**config.mk**
```make
export PLATFORM = sky130hd
export DESIGN_NAME = multi_score_counter
export DESIGN_NICKNAME = d
export VERILOG_FILES = /design/src/rtl/score_pkg.sv /design/src/rtl/bcd_counter_chain.sv /design/src/rtl/multi_score_counter.sv
export SDC_FILE = /design/constraint.sdc
export NUM_CORES = 1
export LEC_CHECK = 0
export ABC_CLOCK_PERIOD_IN_PS = 1900
export BUFFER_PORTS_ARGS = -buffer_cell sky130_fd_sc_hd__buf_2
export CORE_MARGIN = 1.5
export CORE_UTILIZATION = 40
export DETAILED_ROUTE_END_ITERATION = 7
export GPL_ROUTABILITY_DRIVEN = 0
export SKIP_LAST_GASP = 1
export SYNTH_ARGS = -nofsm -noshare
export SYNTH_HDL_FRONTEND = slang
export SYNTH_HIERARCHICAL = 1
export SYNTH_SLANG_ARGS = --single-unit
```
**constraint.sdc**
```tcl
create_clock -name clk -period 1.9 [get_ports clk]
set_input_delay 0.38 -clock clk [delete_from_list [all_inputs] [get_ports clk]]
set_output_delay 0.38 -clock clk [all_outputs]
set_load 0.05 [all_outputs]
```
**src/rtl/score_pkg.sv**
```systemverilog
// -----------------------------------------------------------------------------
// score_pkg
//   Shared types and elaboration-time helpers for the multi-player BCD score
//   counter.
//   - bcd_digit_t  : one BCD digit (4 bits)
//   - MAX_DIGITS   : widest supported score, in digits
//   - max_score()  : largest score representable in a given number of digits
//   - int_to_bcd() : converts a decimal constant to packed BCD (ones first)
//   - digit_index(): bit offset of a player's digit in the packed output bus
// -----------------------------------------------------------------------------
package score_pkg;

    typedef logic [3:0] bcd_digit_t;

    localparam int MAX_DIGITS = 4;

    // 10^num_digits - 1, e.g. 99 for two digits.
    function automatic int max_score(input int num_digits);
        int v;
        v = 1;
        for (int i = 0; i < num_digits; i++) begin
            v = v * 10;
        end
        return v - 1;
    endfunction

    // Packed BCD of a non-negative integer; digit 0 (ones) in bits [3:0].
    function automatic logic [MAX_DIGITS*4-1:0] int_to_bcd(input int value);
        logic [MAX_DIGITS*4-1:0] bcd;
        int v;
        bcd = '0;
        v   = value;
        for (int i = 0; i < MAX_DIGITS; i++) begin
            bcd[i*4 +: 4] = 4'(v % 10);
            v = v / 10;
        end
        return bcd;
    endfunction

    // Bit offset of digit 'digit' of player 'player' in the packed digit bus.
    function automatic int digit_index(input int player, input int num_digits,
                                       input int digit);
        return (player * num_digits + digit) * 4;
    endfunction

endpackage

```
**src/rtl/bcd_counter_chain.sv**
```systemverilog
// -----------------------------------------------------------------------------
// bcd_counter_chain
//   One player's ripple-carry BCD score register.
//   Ports:
//     clk         in   system clock, rising edge
//     reset_n     in   asynchronous active-low reset
//     inc         in   increment request for this player
//     clr         in   synchronous clear (wins over everything else)
//     hold        in   freeze score (game over lockout)
//     digits      out  registered packed BCD score, digit 0 = ones
//     changed     out  registered one-cycle pulse: score changed on last edge
//     next_digits out  combinational value the score takes on the next edge
//                      (used by the parent for same-edge win detection)
// -----------------------------------------------------------------------------
module bcd_counter_chain
    import score_pkg::*;
#(
    parameter int NUM_DIGITS = 2,
    parameter int SATURATE   = 0
) (
    input  logic                    clk,
    input  logic                    reset_n,
    input  logic                    inc,
    input  logic                    clr,
    input  logic                    hold,
    output logic [NUM_DIGITS*4-1:0] digits,
    output logic                    changed,
    output logic [NUM_DIGITS*4-1:0] next_digits
);

    logic [NUM_DIGITS*4-1:0] digits_q;
    logic                    changed_q;
    logic [NUM_DIGITS*4-1:0] inc_val;
    logic                    at_max;
    logic                    changed_next;
    bcd_digit_t              dig;
    logic                    carry;

    // Ripple +1: each 9 rolls to 0 and passes the carry up. A carry out of
    // the top digit means every digit was 9, i.e. the score is at maximum.
    always_comb begin
        carry   = 1'b1;
        dig     = '0;
        inc_val = digits_q;
        for (int d = 0; d < NUM_DIGITS; d++) begin
            dig = digits_q[d*4 +: 4];
            if (carry) begin
                if (dig == 4'd9) begin
                    inc_val[d*4 +: 4] = 4'd0;
                end else begin
                    inc_val[d*4 +: 4] = dig + 4'd1;
                    carry = 1'b0;
                end
            end
        end
        at_max = carry;
    end

    // Priority: clr > hold > inc. Saturating at max leaves the score alone
    // and therefore produces no point pulse.
    always_comb begin
        next_digits  = digits_q;
        changed_next = 1'b0;
        if (clr) begin
            next_digits = '0;
        end else if (hold) begin
            next_digits = digits_q;
        end else if (inc) begin
            if (at_max && (SATURATE != 0)) begin
                next_digits = digits_q;
            end else begin
                next_digits  = inc_val;
                changed_next = 1'b1;
            end
        end
    end

    always_ff @(posedge clk or negedge reset_n) begin
        if (!reset_n) begin
            digits_q  <= '0;
            changed_q <= 1'b0;
        end else begin
            digits_q  <= next_digits;
            changed_q <= changed_next;
        end
    end

    assign digits  = digits_q;
    assign changed = changed_q;

endmodule

```
**src/rtl/multi_score_counter.sv**
```systemverilog
// -----------------------------------------------------------------------------
// multi_score_counter
//   Parametrised multi-player BCD score counter with wrap/saturate at maximum,
//   programmable winning score, latched game-over and winner index.
//   Ports:
//     clk       in   system clock, rising edge
//     reset_n   in   asynchronous active-low reset
//     inc       in   per-player increment request
//     clr       in   synchronous clear of all scores and game state
//     digits    out  packed BCD, player p digit d at [(p*NUM_DIGITS+d)*4 +: 4]
//     point     out  one-cycle pulse per player whose score changed
//     game_over out  latched: some player reached WIN_SCORE
//     winner    out  index of winning player while game_over=1, else 0
//   All outputs come straight from registers.
// -----------------------------------------------------------------------------
module multi_score_counter
    import score_pkg::*;
#(
    parameter  int NUM_PLAYERS = 2,
    parameter  int NUM_DIGITS  = 2,
    parameter  int WIN_SCORE   = 11,
    parameter  int SATURATE    = 0,
    localparam int WINNER_W    = (NUM_PLAYERS > 1) ? $clog2(NUM_PLAYERS) : 1
) (
    input  logic                               clk,
    input  logic                               reset_n,
    input  logic [NUM_PLAYERS-1:0]             inc,
    input  logic                               clr,
    output logic [NUM_PLAYERS*NUM_DIGITS*4-1:0] digits,
    output logic [NUM_PLAYERS-1:0]             point,
    output logic                               game_over,
    output logic [WINNER_W-1:0]                winner
);

    generate
        if (NUM_PLAYERS < 1 || NUM_PLAYERS > 8) begin : g_bad_players
            $error("multi_score_counter: NUM_PLAYERS out of range 1..8");
        end
        if (NUM_DIGITS < 1 || NUM_DIGITS > MAX_DIGITS) begin : g_bad_digits
            $error("multi_score_counter: NUM_DIGITS out of range 1..4");
        end
        if (WIN_SCORE < 0 || WIN_SCORE > max_score(NUM_DIGITS)) begin : g_bad_win
            $error("multi_score_counter: WIN_SCORE exceeds maximum score");
        end
    endgenerate

    localparam logic [MAX_DIGITS*4-1:0] WIN_BCD_ALL = int_to_bcd(WIN_SCORE);
    localparam logic [NUM_DIGITS*4-1:0] WIN_BCD     = WIN_BCD_ALL[NUM_DIGITS*4-1:0];

    logic                    game_over_q;
    logic [WINNER_W-1:0]     winner_q;
    logic [WINNER_W-1:0]     winner_sel;
    logic [NUM_PLAYERS-1:0]  win_hit;
    logic [NUM_DIGITS*4-1:0] next_score [NUM_PLAYERS];

    genvar p;
    generate
        for (p = 0; p < NUM_PLAYERS; p++) begin : g_player
            localparam int BASE = digit_index(p, NUM_DIGITS, 0);

            bcd_counter_chain #(
                .NUM_DIGITS (NUM_DIGITS),
                .SATURATE   (SATURATE)
            ) u_chain (
                .clk         (clk),
                .reset_n     (reset_n),
                .inc         (inc[p]),
                .clr         (clr),
                .hold        (game_over_q),
                .digits      (digits[BASE +: NUM_DIGITS*4]),
                .changed     (point[p]),
                .next_digits (next_score[p])
            );

            // Compare against the value being loaded this edge so the winning
            // score and game_over appear together.
            assign win_hit[p] = (WIN_SCORE != 0) && inc[p] &&
                                (next_score[p] == WIN_BCD);
        end
    endgenerate

    // Lowest index wins a tie: scan downward so the last match is the lowest.
    always_comb begin
        winner_sel = '0;
        for (int i = NUM_PLAYERS - 1; i >= 0; i--) begin
            if (win_hit[i]) begin
                winner_sel = WINNER_W'(i);
            end
        end
    end

    always_ff @(posedge clk or negedge reset_n) begin
        if (!reset_n) begin
            game_over_q <= 1'b0;
            winner_q    <= '0;
        end else if (clr) begin
            game_over_q <= 1'b0;
            winner_q    <= '0;
        end else if (!game_over_q && (|win_hit)) begin
            game_over_q <= 1'b1;
            winner_q    <= winner_sel;
        end
    end

    assign game_over = game_over_q;
    assign winner    = winner_q;

endmodule
```
Yosys cells after proc, flatten, opt, wreduce, memory -nomap -nowiden
Index checks and enable logic that the tools add are counted.
- logic and storage cells: 48
- flip-flop bits (word level): 20
- output and inout port bits: 20
- $add $sub $neg: 4
- reductions and logical operators: 6
- multiplexer cells: 26
- equality and inequality tests: 6
- operators with widths (operator ; number):
    8-bit 2-to-1 mux ; 6
    4-bit 2-to-1 mux ; 6
    4-bit by 1-bit adder with 4-bit output (second input constant) ; 4
    4-bit equality test (second input constant) ; 4
    8-bit by 5-bit equality test with 1-bit output (second input constant) ; 2
    1-bit 2-to-1 mux ; 14
    1-bit logical AND ; 3
    2-bit nonzero test ; 1
    2-bit OR reduction ; 1
    1-bit zero test ; 1

Longest topological paths before layout
Gate-level depths: netlist of run 1.
- depth in word-level cells: 12
- gate-level depth with buffers: 8

Cells and area by module
Netlist of run 1, hierarchy kept.
- modules (own cells, without submodules) (module ; sequential area each (sq um) ; instances ; area an instance (sq um) ; cells an instance):
    bcd_counter_chain ; 225.2 ; 2 ; 519.2 ; 52
    multi_score_counter ; 50.0 ; 1 ; 141.4 ; 13

Worst setup path after synthesis of run 1
OpenSTA, ideal clock, no wires.
- path kind: reg-to-reg
- from: register g_player[1].u_chain.digits_q[5]
- to: register winner_q (netlist: winner)
- path slack: -0.221 ns
- path buffers: 0
- cell stages (with the launch flop): 9
- data arrival time: 1.998 ns
- cell sequence: dfrtp_1 -> inv_1 -> ha_1 -> nand3b_1 -> a211oi_1 -> o32ai_1 -> and4bb_2 -> and4b_1 -> o221a_1
- RTL lines (element ; line ; source):
    from (decl) ; bcd_counter_chain.sv:31 ; logic [NUM_DIGITS*4-1:0] digits_q;
    from (signal assigned) ; bcd_counter_chain.sv:83 ; digits_q <= next_digits;
    to (signal assigned) ; multi_score_counter.sv:101 ; winner_q <= winner_sel;
    to (decl) ; multi_score_counter.sv:51 ; logic [WINNER_W-1:0] winner_q;

==> impl_metrics.toml, run 1 <==
[layout]
syn2layout_area_growth_pct = 36.7
antennaDiodeCount = 0
nets = 175
fin_area_sq_um = 1610
nFillCells = 258
layout-drive-gt1-share = 0.455
multi_input_area_sq_um = 703
regArea_sq_um = 510

[placement]
port_buffers = 24
dp_hpwl_microns = 1980
preCtsSetupSlack_ns = -0.102
place_area_sq_um = 1450

[synthesis]
synthArstFlopShare = 1.00
synth_ff_type = "dfrtp_1"
ys_warn_count = 6
synthMuxAreaShare = 0.0170
yosys.area_share.simple = 0.329
ys_seq_area_frac = 0.424
synthXorXnorAreaFrac = 0.0297
avgSynthCellArea_sq_um = 10.1
netlist_area_sq_um = 1180
synthAdderAreaFrac = 0.0424
synth_cells = 117
synth-edff-count = 0
synth_top_family_by_area = "simple AND/OR/NAND/NOR gates"
synth.distinct_cells = 28
ys_seq_elements = 20
syn_nets = 126
synth_compound_area_frac = 0.129

[clock_tree]
htree_levels = 1
cts_hold_buf = 0
cts_max_path_buffers = 2
cts_buffers = 3
clkSlewWorstSetupHoldPaths_ns = 0.12
cts_tree = "built"
clock_latency_ns = 0.31
cts-root-buf = "clkbuf_4"
clock-sinks = 20

[worst_setup_path]
arrival_ns = 2.14
timing.rr.start = "g_player[1].u_chain/digits[4]$_DFF_PN0_"
worst-r2r-setup-slack_ns = -0.03
cp_max_fo = 3
worstRegToRegCells = 8
cp-start-kind = "flop"
crit_type = "reg2reg"
crit_required_ns = 2.11
timing.rr.end = "winner$_DFFE_PN0P_"
endpoint_kind = "flop"

[drt]
wirelength_microns = 3070
drcViolationCount = 0
ant_nets = 0
avgRoutedWirePerCell_microns = 15.7
via_per_inst = 5.62
m1WireLength_microns = 1410
dr_wl_met3_microns = 127
drt-initial-drc-count = 25
via_count = 1101
wl_met2_microns = 1490
dr.pass1.iters = 4
highest-signal-layer = "met4"

[grt]
overflow = 0
grt_use_total = 0.192
grt_pass1_wl_microns = 4860
antenna_found_initial = 0
grt_pass1_vias = 1064
grt_max_degree = 26

[floorplan]
io_pins = 25
fp.dieArea_sq_um = 3280
num_rows = 19
core-area_sq_um = 2780
initial_core_util = 0.424
dieHeight_microns = 57.3
die_x_microns = 57.3

[sta]
worstMarginPinSlew_ns = 0.465
slew_headroom = 0.690
rsz0062_at_grt = "yes"
period_needed_ns = 1.93
fin_skew_ns = 0.00656
final-setup-viol-count = 1
hold_viol = 0
max_freq_mhz = 518
slew_viol_final = 0
layout_setup_ws_ns = -0.0290
finalCritPeriodShare = 1.02
setup_tns_ns = -0.0290

[power]
peakVddDrop_v = 0.000425
power_density_nw_per_um2 = 530
total_power_uw = 854
leakagePower_uw = 0.000721

[hold_path]
hp-class = "in2async"

[run]
cap_violations = 0

[outcome]
status = "complete, but fails checks"
violations = "setup timing"
Yosys cell counts (4+ instances only):
cell      number  share of area
dfrtp_1       20           0.42
a21oi_1        7          0.030
inv_1          7          0.022
nand4b_1       7          0.052
nor2_1         7          0.022
nand2_1        6          0.019
nand2b_1       6          0.032
nor2b_1        6          0.032
ha_1           4          0.042
nand3_1        4          0.017
nand3b_1       4          0.025
o21ai_0        4          0.017
o32ai_1        4          0.030
or3_1          4          0.021
routing by layer:
layer,global-route usage,vias up
met5,0,-
met4,0.0598,0
met3,0.0499,6
met2,0.309,24
met1,0.254,539
li1,-,532
registers in the layout, indices dropped and copies added (netlist names):
register,flops
game_over,1
g_player.u_chain/changed,2
g_player.u_chain/digits,16
winner,1
kinds of logic after synthesis:
family,after synthesis
compound gates,23
xor+xnor,4
fa+ha+maj,4
buf+inv,9
flops,20
mux,2
simple gates,55
layout make-up:
cell class	count	share of cell area
multi-input cells	88	0.436
flip-flops and latches	20	0.317
repair buffers	46	0.185
well taps	31	0.0240
clock buffers	4	0.0225
inverters	7	0.0163
power by group:
| part | internal, uW | switching [uW] |
|---|---|---|
| clock | 117 | 135 |
| combinational | 56.4 | 101 |
| sequential | 437 | 7.91 |
| total | 610 | 244 |
worst max-delay path, cell delays in order, from the launching register on:
cell and delay, ns:
dfrtp_2 0.45, ha_4 0.17, nand3b_1 0.12, buf_4 0.14, nand2_1 0.06, mux2i_2 0.22, and4bb_2 0.28, and4b_1 0.19
o221a_1 0.21
worst max-delay path by stage:
| stage | from | endpoint | slack (ns) | depth (start not counted) |
|---|---|---|---|---|
| 6_report | g_player[1].u_chain/digits[4]$_DFF_PN0_ | winner$_DFFE_PN0P_ | -0.03 | 8 |
| 5_1_grt | g_player[1].u_chain/digits[4]$_DFF_PN0_ | winner$_DFFE_PN0P_ | -0.11 | 8 |
| 4_1_cts | game_over$_DFFE_PN0P_ | winner$_DFFE_PN0P_ | 0.008 | 7 |
| 3_5_place_dp | inc[1] | winner$_DFFE_PN0P_ | -0.10 | 7 |
| 3_3_place_gp | inc[1] | winner$_DFFE_PN0P_ | -0.06 | 7 |
| 2_1_floorplan | g_player[1].u_chain/digits[5]$_DFF_PN0_ | winner$_DFFE_PN0P_ | -0.07 | 8 |
cell usage in the layout, fill, tap and decap left out, types with 2 or more instances in the layout:
master and n:
buf_2 24, buf_4 21, dfrtp_1 12, dfrtp_2 8
nand4b_1 7, nor2_1 7, inv_1 7, a21oi_1 6
nand2b_1 6, nor2b_1 6, nand2_1 6, nand3b_1 4
o21ai_0 4, and4bb_2 3, a31oi_1 3, clkbuf_4 3
o32ai_1 3, nand3_1 3, nor3b_1 2, nor2b_4 2
nand4bb_1 2, xor2_1 2, or3_1 2, a21oi_2 2
xnor2_1 2, ha_1 2, or3_4 2
timing repair:
item,in CTS,in global routing
setup buffers,6,3
pin swaps,3,4
gates cloned,0,0
setup endpoints to repair,1,2
resized for setup,4,7
stage by stage:
stage | hold WS, ns | std cells | utilization
2_1_floorplan | 0.0844 | 117 | -
3_5_place_dp | 0.353 | 183 | 0.522
6_report | 0.00452 | 196 | 0.580
3_3_place_gp | 0.354 | 183 | 0.522
4_1_cts | 0.0154 | 193 | 0.559
5_1_grt | 0.0205 | 196 | 0.580
Power figures use the tool's default switching activity.
==> inputs of run 2 (changes only) <==
SYNTH_HIERARCHICAL = not set   (was 1)
==> run 2 against run 1 <==
Net effect: global-route usage is 0.25 points lower; the flow finishes with violations (hold timing, setup timing); die area is 3.6% higher; worst setup slack better by 0.012 ns.
==> impl_metrics.toml, run 2 <==
[outcome]
status = "complete, but fails checks"
violations = "hold timing, setup timing"

[synthesis]
ys_seq_area_frac = 0.409
synth_area_leaders = "dfrtp_1, nor2_1, a21oi_1, ha_1, xnor2_1"
syn_nets = 142
synth_cells = 133
synthXorXnorAreaFrac = 0.0429
synth.most_common_cell = "dfrtp_1"
synth.distinct_cells = 45
synth_ff_type = "dfrtp_1"
synth_compound_area_frac = 0.144
synth_top_cell_by_area = "dfrtp_1"
synth.top_cells.by_count = "dfrtp_1, nor2_1, a21oi_1"
netlist_area_sq_um = 1220
ys_warn_count = 0
yosys.area_share.simple = 0.296
synth_top_area_frac = 0.409
ys_seq_elements = 20
synthAdderAreaFrac = 0.0409
synthArstFlopShare = 1.00
synth_top_family_by_area = "simple AND/OR/NAND/NOR gates"
avgSynthCellArea_sq_um = 9.21
synthMuxAreaShare = 0.00817
synth-edff-count = 0

[placement]
place_area_sq_um = 1540
port_buffers = 24
preCtsSetupSlack_ns = -0.0568
dp_hpwl_microns = 2150

[power]
power_density_nw_per_um2 = 558
p_int_uw = 702
leakagePower_uw = 0.000832
peakVddDrop_v = 0.000312
total_power_uw = 948
p_comb_frac = 0.158
clkPwrFrac = 0.371
netSwitchingFraction = 0.259
p_seq_frac = 0.471
power_switching_uw = 246

[layout]
multi_input_area_sq_um = 704
final_core_util = 0.600
layout-drive-gt1-share = 0.454
mostFrequentLayoutCell = "buf_4"
fin_area_sq_um = 1700
largest_reg_flops = 16
syn2layout_area_growth_pct = 38.6
nets = 195
antennaDiodeCount = 0
nFillCells = 247
layout_common_cells = "buf_4, buf_2, nor2_1, dfrtp_1, dfrtp_2"
regArea_sq_um = 512

[grt]
grt_pass1_vias = 1091
grt_pass1_wl_microns = 4940
overflow = 0
antenna_found_initial = 0
grt_max_degree = 21
grt_use_total = 0.189

[drt]
ant_nets = 0
wirelength_microns = 2920
dr.pass1.iters = 3
drt-initial-drc-count = 42
via_per_inst = 5.25
drcViolationCount = 0
via_count = 1133
avgRoutedWirePerCell_microns = 13.5

[clock_tree]
htree_levels = 1
cts_buffers = 3
cts_tree = "built"
cts-root-buf = "clkbuf_4"
clock-sinks = 20
clock_latency_ns = 0.31
cts_max_path_buffers = 2
clkSlewWorstSetupHoldPaths_ns = 0.13

[worst_setup_path]
crit_slowest_cell = "or4b_4"
critical_path.max_stage_delay_ns = 0.51
crit_type = "reg2reg"
arrival_ns = 2.11
crit_family = "simple AND/OR/NAND/NOR gates"
cp-startpoint = "game_over$_DFFE_PN0P_"
worst-path-buf-inv = 0
worstRegToRegCells = 6
timing.rr.end = "winner$_DFFE_PN0P_"
worst-r2r-setup-slack_ns = -0.02
cp-start-kind = "flop"
endpoint_kind = "flop"
path_depth = 6
cp_max_fo = 3
timing.rr.start = "game_over$_DFFE_PN0P_"
crit_chain = "and3b_2 -> nand3_4 -> or4b_4 -> a211oi_2 -> nand2_1 -> o221a_1"
crit_required_ns = 2.09

[sta]
layout_setup_ws_ns = -0.0168
finalCritPeriodShare = 1.01
hold_viol = 7
slew_headroom = 0.698
slew_viol_final = 0
hold_ws_ns = -0.00618
max_freq_mhz = 522
rsz0062_at_grt = "yes"
period_needed_ns = 1.92
worstMarginPinSlew_ns = 0.454
fin_skew_ns = 0.0143
final-setup-viol-count = 1

[floorplan]
fp.dieArea_sq_um = 3400
io_pins = 25
die_x_microns = 58.3
dieHeight_microns = 58.3
num_rows = 19
core-area_sq_um = 2830
initial_core_util = 0.433

[hold_path]
hp-class = "in2async"

[run]
cap_violations = 0
run 2: cell type report:
cell class / instances / share of cell area
multi-input cells: 98 / 0.415
flip-flops and latches: 20 / 0.301
repair buffers: 56 / 0.214
well taps: 31 / 0.0228
clock inverters: 1 / 0.0177
inverters: 7 / 0.0155
clock buffers: 3 / 0.0133
run 2: how the worst max path moves through the flow:
stage                         endpoint  slack [ns]
floorplan           winner$_DFFE_PN0P_       -0.29
global placement    winner$_DFFE_PN0P_       -0.03
detailed placement  winner$_DFFE_PN0P_       -0.06
CTS                 winner$_DFFE_PN0P_       -0.06
global route        winner$_DFFE_PN0P_       -0.20
finish              winner$_DFFE_PN0P_       -0.02
run 2: metal layers:
layer,track usage,vias to the layer above,share of wire
li1,-,573,-
met1,0.240,539,0.44
met2,0.332,19,0.52
met3,0.0198,2,0.037
met4,0.0698,0,0.0062
met5,0,-,0
run 2: stage by stage:
stage	hold slack, ns	setup TNS [ns]	cells
global route	0.0147	-0.370	216
detailed placement	0.357	-0.0676	205
CTS	0.000346	-0.0594	213
finish	-0.00618	-0.0168	216
floorplan	0.0844	-0.427	133
global placement	0.364	-0.0387	205
run 2: what timing repair did:
| item | CTS | global route |
|---|---|---|
| endpoints found under the setup margin | 2 | 2 |
| gates resized for setup | 6 | 7 |
| hold buffers | 0 | 0 |
| pin swaps | 6 | 10 |
| setup buffers | 4 | 3 |
run 2: cells by family (layout without fill, tap and decap cells):
logic type      count (synthesis)  in the layout
fa+ha+maj                       4              4
simple gates                   60             60
mux                             1              1
xor+xnor                        6              6
buf+inv                        15             67
compound gates                 27             27
flops                          20             20
run 2: power groups by stage:
stage	logic (uW)	registers [uW]	clock network, uW
final	150	447	352
after global routing	163	448	383
after CTS	150	447	364
after detailed placement	147	454	0
after global placement	145	453	0
after floorplan	62.1	484	0
